`config.mk`:
```
export PLATFORM = sky130hd
export DESIGN_NAME = hm62256_seq_flat
export DESIGN_NICKNAME = d
export VERILOG_FILES = /design/src/rtl/hm62256_seq_if.sv /design/src/rtl/hm62256_seq.sv /design/src/flat_wrapper.sv
export SDC_FILE = /design/constraint.sdc
export NUM_CORES = 1
export LEC_CHECK = 0
export CORE_UTILIZATION = 45
export CTS_CLUSTER_DIAMETER = 30
export DETAILED_ROUTE_END_ITERATION = 7
export GPL_ROUTABILITY_DRIVEN = 0
export HOLD_SLACK_MARGIN = 0.05
export PLACE_DENSITY = 0.8
export SKIP_LAST_GASP = 1
export SLEW_MARGIN = 20
export SYNTH_ARGS = -nofsm -noshare
export SYNTH_HDL_FRONTEND = slang
export SYNTH_SLANG_ARGS = --single-unit
```
`constraint.sdc`:
```
create_clock -name clk -period 2.5 [get_ports clk]
set_input_delay 0.375 -clock clk [delete_from_list [all_inputs] [get_ports clk]]
set_output_delay 0.375 -clock clk [all_outputs]
set_load 0.005 [all_outputs]
```
`src/rtl/hm62256_seq_if.sv`:
```
// Command channel between the register file and the HM62256 access sequencer.
// Handshake: a command transfers on the rising clk edge where cmd_valid && cmd_ready.
// The requester holds cmd_valid and the payload stable until that edge.
// abort is a level request that the sequencer samples only while it is busy.
interface hm62256_seq_if;
  logic        cmd_valid;
  logic        cmd_ready;
  logic [1:0]  cmd_op;
  logic [14:0] cmd_addr;
  logic [14:0] cmd_len;
  logic [7:0]  cmd_wdata;
  logic        abort;

  modport master (
    output cmd_valid, cmd_op, cmd_addr, cmd_len, cmd_wdata, abort,
    input  cmd_ready
  );

  modport slave (
    input  cmd_valid, cmd_op, cmd_addr, cmd_len, cmd_wdata, abort,
    output cmd_ready
  );
endinterface

```
`src/rtl/hm62256_seq.sv`:
```
// hm62256_seq: clocked /CE, /OE, /WE sequencer for the HM62256 32Kx8 SRAM.
// It runs single and burst reads/writes with programmable setup, pulse and hold lengths.
// Optional feature: define HM62256_SEQ_VERIFY_EN to compare burst-read bytes against
// cmd_wdata and report the first mismatch on err/err_addr.
// The strobes decode directly from the state register. Reset forces IDLE
// asynchronously, so it releases every strobe immediately.
module hm62256_seq #(
  parameter int SETUP_CYC = 1,
  parameter int PULSE_CYC = 4,
  parameter int HOLD_CYC  = 1
) (
  input  logic        clk,
  input  logic        rst_n,
  hm62256_seq_if.slave bus,
  output logic        busy,
  output logic        done,
  output logic        rd_valid,
  output logic [7:0]  rd_data,
  output logic [14:0] dut_addr,
  output logic [7:0]  dut_dout,
  output logic        dut_doe,
  input  logic [7:0]  dut_din,
  output logic        dut_ce_n,
  output logic        dut_oe_n,
  output logic        dut_we_n,
`ifdef HM62256_SEQ_VERIFY_EN
  output logic        err,
  output logic [14:0] err_addr,
`endif
  output logic [1:0]  dbg_state
);

  typedef enum logic [1:0] {
    S_IDLE  = 2'd0,
    S_SETUP = 2'd1,
    S_PULSE = 2'd2,
    S_HOLD  = 2'd3
  } state_t;

  localparam logic [15:0] SETUP_LD = 16'(SETUP_CYC - 1);
  localparam logic [15:0] PULSE_LD = 16'(PULSE_CYC - 1);
  localparam logic [15:0] HOLD_LD  = 16'(HOLD_CYC - 1);

  state_t      state_q, state_d;
  logic [15:0] cnt_q, cnt_d;
  logic [1:0]  op_q;
  logic [14:0] addr_q;
  logic [14:0] remain_q;
  logic [7:0]  wdata_q;
  logic        abort_q;
  logic        done_q;
  logic        rd_valid_q;
  logic [7:0]  rd_data_q;

  logic accept;
  logic last;
  logic is_write;
  logic more;
  logic sample;

  // Op 01 and 10 drive the bus; 00 and 11 read it.
  assign is_write = op_q[0] ^ op_q[1];
  assign accept   = bus.cmd_valid && (state_q == S_IDLE);
  assign last     = (cnt_q == 16'd0);
  // Another beat follows only if accesses remain and no abort has been seen.
  assign more     = (remain_q != 15'd0) && !abort_q && !bus.abort;
  assign sample   = (state_q == S_PULSE) && last && !is_write;

  // State register and phase down-counter.
  always_ff @(posedge clk or negedge rst_n) begin
    if (!rst_n) begin
      state_q <= S_IDLE;
      cnt_q   <= 16'd0;
    end else begin
      state_q <= state_d;
      cnt_q   <= cnt_d;
    end
  end

  // Next state. The counter is reloaded with the phase length minus 1 on every phase entry.
  always_comb begin
    state_d = state_q;
    cnt_d   = cnt_q;
    case (state_q)
      S_IDLE: begin
        if (accept) begin
          state_d = S_SETUP;
          cnt_d   = SETUP_LD;
        end
      end
      S_SETUP: begin
        if (last) begin
          state_d = S_PULSE;
          cnt_d   = PULSE_LD;
        end else begin
          cnt_d = cnt_q - 16'd1;
        end
      end
      S_PULSE: begin
        if (last) begin
          state_d = S_HOLD;
          cnt_d   = HOLD_LD;
        end else begin
          cnt_d = cnt_q - 16'd1;
        end
      end
      default: begin
        if (last) begin
          if (more) begin
            state_d = S_SETUP;
            cnt_d   = SETUP_LD;
          end else begin
            state_d = S_IDLE;
            cnt_d   = 16'd0;
          end
        end else begin
          cnt_d = cnt_q - 16'd1;
        end
      end
    endcase
  end

  // Strobe and status decode.
  // HOLD keeps doe high for writes, so oe_n low and doe high never overlap.
  always_comb begin
    busy          = (state_q != S_IDLE);
    bus.cmd_ready = (state_q == S_IDLE);
    dut_ce_n      = !((state_q == S_SETUP) || (state_q == S_PULSE));
    dut_we_n      = !((state_q == S_PULSE) && is_write);
    dut_oe_n      = !((state_q == S_PULSE) && !is_write);
    dut_doe       = (state_q != S_IDLE) && is_write;
    dut_addr      = addr_q;
    dut_dout      = wdata_q;
    done          = done_q;
    rd_valid      = rd_valid_q;
    rd_data       = rd_data_q;
    dbg_state     = state_q;
  end

  // Command latch, burst address/count stepping, abort flag, done and read capture.
  always_ff @(posedge clk or negedge rst_n) begin
    if (!rst_n) begin
      op_q       <= 2'b00;
      addr_q     <= 15'd0;
      remain_q   <= 15'd0;
      wdata_q    <= 8'h00;
      abort_q    <= 1'b0;
      done_q     <= 1'b0;
      rd_valid_q <= 1'b0;
      rd_data_q  <= 8'h00;
    end else begin
      done_q     <= (state_q == S_HOLD) && last && !more;
      rd_valid_q <= sample;
      if (sample) begin
        rd_data_q <= dut_din;
      end
      if (accept) begin
        op_q     <= bus.cmd_op;
        addr_q   <= bus.cmd_addr;
        remain_q <= bus.cmd_op[1] ? bus.cmd_len : 15'd0;
        wdata_q  <= bus.cmd_wdata;
        abort_q  <= 1'b0;
      end else if (state_q != S_IDLE) begin
        if (bus.abort) begin
          abort_q <= 1'b1;
        end
        if ((state_q == S_HOLD) && last && more) begin
          addr_q   <= addr_q + 15'd1;
          remain_q <= remain_q - 15'd1;
        end
      end
    end
  end

`ifdef HM62256_SEQ_VERIFY_EN
  logic        err_q;
  logic [14:0] err_addr_q;

  // Sticky first-mismatch capture for burst reads; cleared when the next burst read is accepted.
  always_ff @(posedge clk or negedge rst_n) begin
    if (!rst_n) begin
      err_q      <= 1'b0;
      err_addr_q <= 15'd0;
    end else if (accept && (bus.cmd_op == 2'b11)) begin
      err_q      <= 1'b0;
      err_addr_q <= 15'd0;
    end else if (sample && (op_q == 2'b11) && (dut_din != wdata_q) && !err_q) begin
      err_q      <= 1'b1;
      err_addr_q <= addr_q;
    end
  end

  assign err      = err_q;
  assign err_addr = err_addr_q;
`endif

endmodule

```
`src/flat_wrapper.sv`:
```
// flat-port wrapper written by rule: the top's interface ports become plain ports
module hm62256_seq_flat 
#(
  parameter int SETUP_CYC = 1,
  parameter int PULSE_CYC = 4,
  parameter int HOLD_CYC  = 1
)
  (clk, rst_n, busy, done, rd_valid, rd_data, dut_addr, dut_dout, dut_doe, dut_din, dut_ce_n, dut_oe_n, dut_we_n, dbg_state, bus_cmd_valid, bus_cmd_op, bus_cmd_addr, bus_cmd_len, bus_cmd_wdata, bus_abort, bus_cmd_ready);
  hm62256_seq_if bus_i ();
  input  logic clk;
  input  logic rst_n;
  output logic busy;
  output logic done;
  output logic rd_valid;
  output logic [7:0] rd_data;
  output logic [14:0] dut_addr;
  output logic [7:0] dut_dout;
  output logic dut_doe;
  input  logic [7:0] dut_din;
  output logic dut_ce_n;
  output logic dut_oe_n;
  output logic dut_we_n;
  output logic [1:0] dbg_state;
  input wire logic [$bits(bus_i.cmd_valid)-1:0] bus_cmd_valid;
  input wire logic [$bits(bus_i.cmd_op)-1:0] bus_cmd_op;
  input wire logic [$bits(bus_i.cmd_addr)-1:0] bus_cmd_addr;
  input wire logic [$bits(bus_i.cmd_len)-1:0] bus_cmd_len;
  input wire logic [$bits(bus_i.cmd_wdata)-1:0] bus_cmd_wdata;
  input wire logic [$bits(bus_i.abort)-1:0] bus_abort;
  output wire logic [$bits(bus_i.cmd_ready)-1:0] bus_cmd_ready;
  assign bus_i.cmd_valid = bus_cmd_valid;
  assign bus_i.cmd_op = bus_cmd_op;
  assign bus_i.cmd_addr = bus_cmd_addr;
  assign bus_i.cmd_len = bus_cmd_len;
  assign bus_i.cmd_wdata = bus_cmd_wdata;
  assign bus_i.abort = bus_abort;
  assign bus_cmd_ready = bus_i.cmd_ready;
  hm62256_seq #(.SETUP_CYC(SETUP_CYC), .PULSE_CYC(PULSE_CYC), .HOLD_CYC(HOLD_CYC)) u_core (.clk(clk), .rst_n(rst_n), .bus(bus_i), .busy(busy), .done(done), .rd_valid(rd_valid), .rd_data(rd_data), .dut_addr(dut_addr), .dut_dout(dut_dout), .dut_doe(dut_doe), .dut_din(dut_din), .dut_ce_n(dut_ce_n), .dut_oe_n(dut_oe_n), .dut_we_n(dut_we_n), .dbg_state(dbg_state));
endmodule
```
# Word-level counts from Yosys, hierarchy flattened
# Index checks and enable logic that the tools add are counted.
# Widths: inputs -> output; s select.
dict set report classes {
  add_sub_neg 3
  n_eq_ne 6
  n_mux 20
  n_bitwise 1
  reduce_logical 30
}
# cell count
set ops {}
lappend ops {{$mux 15} 7}
lappend ops {{$mux 16} 3}
lappend ops {{$pmux 16 s2} 1}
lappend ops {{$logic_not 16->1} 1}
lappend ops {{$sub 16x1->16 const B} 1}
lappend ops {{$add 15x1->15 const B} 1}
lappend ops {{$reduce_bool 15->1} 1}
lappend ops {{$sub 15x1->15 const B} 1}
lappend ops {{$logic_and 1x1->1} 11}
lappend ops {{$reduce_bool 2->1} 5}
lappend ops {{$mux 2} 4}
lappend ops {{$logic_not 1->1} 7}
lappend ops {{$ne 2x1->1 const B} 3}
lappend ops {{$pmux 2 s3} 1}
lappend ops {{$eq 2x2->1 const B} 2}
lappend ops {{$mux 1} 4}
lappend ops {{$reduce_and 2->1} 2}
lappend ops {{$reduce_and 4->1} 1}
lappend ops {{$eq 2x1->1 const B} 1}
lappend ops {{$logic_not 2->1} 1}
lappend ops {{$logic_or 1x1->1} 1}
lappend ops {{$xor 1x1->1} 1}
dict set report totals {
  register_bits 69
  input_bits 52
  out_inout_bits 41
  word_cells 70
}

# Logic depth before layout (Yosys ltp)
# Gate-level depths: netlist of the first run.
dict set report logic_depth {
  ltp_word 7
  ltp_mapped 9
  ltp_nobuf 7
}

# Worst setup path before layout of the first run
# OpenSTA, ideal clock, no wires.
dict set report synth_path {
  kind {reg2reg}
  startpoint {register u_core.state_q[0] (netlist: u_core.dbg_state[0])}
  endpoint {register u_core.addr_q[13] (netlist: u_core.dut_addr[13])}
  setup_ns 0.131
  t_arrival_ns 2.458
  required_ns 2.369
  setup_slack_ns -0.089
  path_stages_with_launch 9
  n_path_buf 1
  period_less_slack_ns 2.589
  cell_sequence {dfrtp_1 > inv_1 > ha_1 > buf_2 > or4b_4 > or4_4 > nor4_2 > xnor2_1 > o21ai_1}
}
dict set report synth_between {
  word_cells_on_any_way 10
  classes_between {1 x eq/ne; 1 x mux; 8 x reduce/logical}
}
# element line_no
set synth_lines {}
lappend synth_lines {{start: declaration} hm62256_seq.sv:44} ;# state_t state_q, state_d;
lappend synth_lines {{start signal: assignment} hm62256_seq.sv:75} ;# state_q <= state_d;
lappend synth_lines {{$logic_not 2->1 *} -}
lappend synth_lines {{via bus_cmd_ready} flat_wrapper.sv:30} ;# output wire logic [$bits(bus_i.cmd_ready)-1:0] bus_cmd_ready;
lappend synth_lines {{$logic_and 1x1->1 *} hm62256_seq.sv:63} ;# assign accept = bus.cmd_valid && (state_q == S_IDLE);
lappend synth_lines {{$reduce_bool 2->1 (no line)} -}
lappend synth_lines {{$reduce_and 2->1 (no line)} -}
lappend synth_lines {{end signal: assignment} hm62256_seq.sv:159} ;# addr_q <= bus.cmd_addr;
lappend synth_lines {{end signal: assignment} hm62256_seq.sv:168} ;# addr_q <= addr_q + 15'd1;
lappend synth_lines {{end: declaration} hm62256_seq.sv:47} ;# logic [14:0] addr_q;
# Mark *: on every way through the listed nets, which the timed path passes. The rest lies on a longest branch.
# A chain may end at the register's enable or synchronous reset.

# Worst setup path in the final report of the first run
dict set report layout_path {
  startpoint {register u_core.remain_q[7]}
  endpoint {register u_core.remain_q[13]}
}
dict set report layout_between {
  elab_chain_len 6
  word_cells_on_any_way 10
  classes_between {1 x add/sub; 3 x mux; 6 x reduce/logical}
}
# element line_no
set layout_rtl {}
lappend layout_rtl {{start: declaration} hm62256_seq.sv:48} ;# logic [14:0] remain_q;
lappend layout_rtl {{start signal: assignment} hm62256_seq.sv:160} ;# remain_q <= bus.cmd_op[1] ? bus.cmd_len : 15'd0;
lappend layout_rtl {{start signal: assignment} hm62256_seq.sv:169} ;# remain_q <= remain_q - 15'd1;
lappend layout_rtl {{parallel branches: the longest is 6 deep, another holds $sub 15x1->15} -}
# Parallel ways; which one is timed is not known. The select of a mux whose other input is x is not followed.

==> results of run 1 <==
layer usage:
layer / GRT usage (%) / vias up / share of wire (%)
met2: 36.11 / 80 / 49
met1: 27.27 / 1572 / 44
met5: 0 / - / 0
met3: 5.993 / 16 / 4.3
li1: - / 1583 / -
met4: 8.724 / 0 / 2.2
layout by cell type, fill, tap and decap left out, types with 4 or more instances in the layout:
master,count
nor4_4,4
nor2_1,21
nand4_1,4
and2_1,4
ha_1,8
clkdlybuf4s50_1,91
o21ai_0,24
or3_1,13
o21ai_1,5
nor4_1,16
a31oi_1,8
nand3_1,15
nand2_1,53
xor2_1,5
nor3_1,7
clkbuf_8,9
mux2_2,9
dfrtp_1,68
buf_4,20
a21oi_1,21
xnor2_1,23
nand2b_1,5
or4_1,5
inv_1,14
cell type report:
class	count	area share, %
tap	102	2.547
timing repair buffer	114	21.90
multi-input combinational	285	36.81
clock inverter	4	0.4995
sequential	69	34.49
inverter	14	1.049
clock buffer	12	2.697
cell families after synthesis:
group / share of synthesized area (%)
AO/OA/AOI/OAI: 9.763
adder cells (fa/ha/maj): 3.051
flip-flops: 46.78
XOR/XNOR: 6.644
multiplexers: 3.559
buffers and inverters: 3.525
AND/OR/NAND/NOR: 26.68
flip-flops by register name, summed over array words and instances (netlist names), 2 cells and up:
signal and flops:
u_core.cnt_q 16, u_core.dut_dout 8, u_core.remain_q 15, u_core.op_q 2, u_core.dbg_state 2, u_core.rd_data 8, u_core.dut_addr 15
repair_timing:
item | in CTS | in global routing
resized for setup | 0 | 4
buffers inserted | 0 | 1
setup endpoints to repair | 0 | 16
how the worst max path moves through the flow:
stage | start | endpoint
2_1_floorplan | u_core.dbg_state[0] | u_core.remain_q[11]
3_3_place_gp | bus_abort | u_core.remain_q[7]
3_5_place_dp | bus_abort | u_core.remain_q[7]
4_1_cts | u_core.dbg_state[0] | u_core.remain_q[7]
5_1_grt | u_core.remain_q[0] | u_core.dut_addr[6]
6_report | u_core.remain_q[7] | u_core.remain_q[13]
metrics by stage:
step / cell area, um2 / setup TNS [ns] / hold slack (ns) / setup slack [ns] / total power [mW]
floorplan: 3697 / 0 / 0.07941 / 0.02124 / 3.463
global placement: 4830 / -0.07237 / 0.4268 / -0.02963 / 4.552
detailed placement: 4830 / -0.2933 / 0.4246 / -0.08385 / 4.671
CTS: 4990 / 0 / 0.05401 / 0.04861 / 5.457
global route: 5010 / -0.05776 / 0.06564 / -0.04803 / 5.861
finish: 5010 / 0 / 0.03950 / 0.05474 / 5.436
power breakdown:
| part | total, mW | internal [mW] | switching (mW) | leakage [nW] |
|---|---|---|---|---|
| sequential | 2.13 | 1.63 | 0.492 | 0.844 |
| clock | 0.766 | 0.357 | 0.409 | 0.0764 |
| combinational | 2.54 | 1.38 | 1.16 | 1.09 |
==> impl_metrics.json, run 1 <==
{
  "status": "completed",
  "cpPeakStageDelay_ns": 0.55,
  "seq_area_frac_synth_pct": 46.78,
  "yosysMostFrequentCell": "dfrtp_1",
  "utilization_pct": 63.84,
  "cp.arrival_ns": 2.70,
  "required_ns": 2.76,
  "drc": 0,
  "grt_max_degree": 70,
  "layout_min_cycle_time_ns": 2.445,
  "syn_area_per_cell_um2": 9.513,
  "timing.rr.end": "u_core.remain_q[13]",
  "core-area_mm2": 0.007848,
  "cp_cell_sequence": "or4_4 -> or4_1 -> or3_1 -> or3_1 -> a31oi_1",
  "root_buffer": "clkbuf_8",
  "drt_first_pass_iters": 4,
  "cp.depth": 5,
  "p_leak_nw": 2.012,
  "start_util_pct": 47.03,
  "grt_pass1_vias": 3224,
  "dr_total_vias": 3251,
  "fill_cells": 671,
  "finalCritPeriodShare_pct": 97.81,
  "worstSetupPathType": "register to register",
  "ys.flop_type": "dfrtp_1",
  "ys.warnings.count": 0,
  "max_freq_mhz": 409.0,
  "drtIter0Drc": 134,
  "finalNonFillerCells": 600,
  "worst_path_max_delay_cell": "or4_4",
  "crit_path_max_fanout": 4,
  "synth_common_cells": "69 x dfrtp_1, 53 x nand2_1, 24 x o21ai_0, 23 x xnor2_1",
  "vias_per_cell": 5.418,
  "cts_buffers": 9,
  "die_area_mm2": 0.008568,
  "synth_edf_count": 0,
  "routedWlPerCell_um": 14.68,
  "area_delta_synth_final_pct": 35.73,
  "powerDensity_mw_per_mm2": 1085,
  "endpoint_kind": "register",
  "synth_area_mm2": 0.003691,
  "min_path_type": "primary input to asynchronous set/reset pin",
  "synth_nets": 449,
  "drtAntennaViolNets": 0,
  "vdd_drop_max_mv": 0.4313,
  "slew-limit-headroom_pct": 61.47,
  "wl_um": 8807,
  "tightest_slew_ns": 0.5761,
  "ys_ff_latch": 69,
  "clk_path_buf_depth": 2,
  "critPathMostFrequentCell": "or3_1",
  "nets": 554,
  "clock-sinks": 69,
  "dp.cells": 583,
  "worst_skew_pair.late_latency_ns": 0.35,
  "startpoint_type": "register",
  "ys_types": 45,
  "h-tree-depth": 3,
  "synth_top_area_share_pct": 46.78,
  "drv_cap": 0,
  "setup_viol": 0,
  "seqCellArea_mm2": 0.001728,
  "overflow": 0,
  "synth_top_area_cell": "dfrtp_1",
  "antenna_found_initial": 0,
  "clock_skew_ns": 0.007645,
  "rows": 32,
  "io_buffers": 92,
  "hold_violations": 0,
  "chipWidth_um": 92.57,
  "netlist_instances": 388,
  "gr-usage-all-layers_pct": 21.94,
  "maxSlewViolCount": 0,
  "io_pins": 93,
  "dpl.hpwl_um": 6590,
  "diodes": 0,
  "multiInputGateArea_mm2": 0.001844,
  "ff2ff_path_depth": 5,
  "grt_pass1_wl_um": 14770,
  "clk_pin_slew_worst_paths_ns": 0.07,
  "cts_tree": "built",
  "drive_gt1_share_pct": 13.05,
  "synth_area_leaders": "dfrtp_1 47%, xnor2_1 5.5%, nand2_1 5.4%",
  "rsz0062_at_grt": "true",
  "async_flop_share_pct": 100.0,
  "critPathBufInv": 0,
  "holdBufCountCts": 0,
  "crit_family": "simple AND/OR/NAND/NOR gates",
  "die_y_um": 92.57,
  "reg2reg_setup_slack_ns": 0.05,
  "r2r-start": "u_core.remain_q[7]"
}
No activity file was read; power rests on OpenSTA's default activity.
==> run 2: changes to the inputs <==
--- a/config.mk
+++ b/config.mk
@@ -5,6 +5,7 @@
 export SDC_FILE = /design/constraint.sdc
 export NUM_CORES = 1
 export LEC_CHECK = 0
+export ABC_CLOCK_PERIOD_IN_PS = 2500
 export CORE_UTILIZATION = 45
 export CTS_CLUSTER_DIAMETER = 30
 export DETAILED_ROUTE_END_ITERATION = 7
==> results of run 2 <==
Final layout, timing and power as in run 1 (identical DEF).
==> run 3: changes to the inputs <==
--- a/config.mk
+++ b/config.mk
@@ -6,8 +6,10 @@
 export NUM_CORES = 1
 export LEC_CHECK = 0
 export ABC_CLOCK_PERIOD_IN_PS = 2500
+export CAP_MARGIN = 20
 export CORE_UTILIZATION = 45
 export CTS_CLUSTER_DIAMETER = 30
+export CTS_CLUSTER_SIZE = 20
 export DETAILED_ROUTE_END_ITERATION = 7
 export GPL_ROUTABILITY_DRIVEN = 0
 export HOLD_SLACK_MARGIN = 0.05
==> results of run 3 <==
Final layout, timing and power as in run 1 (identical DEF).
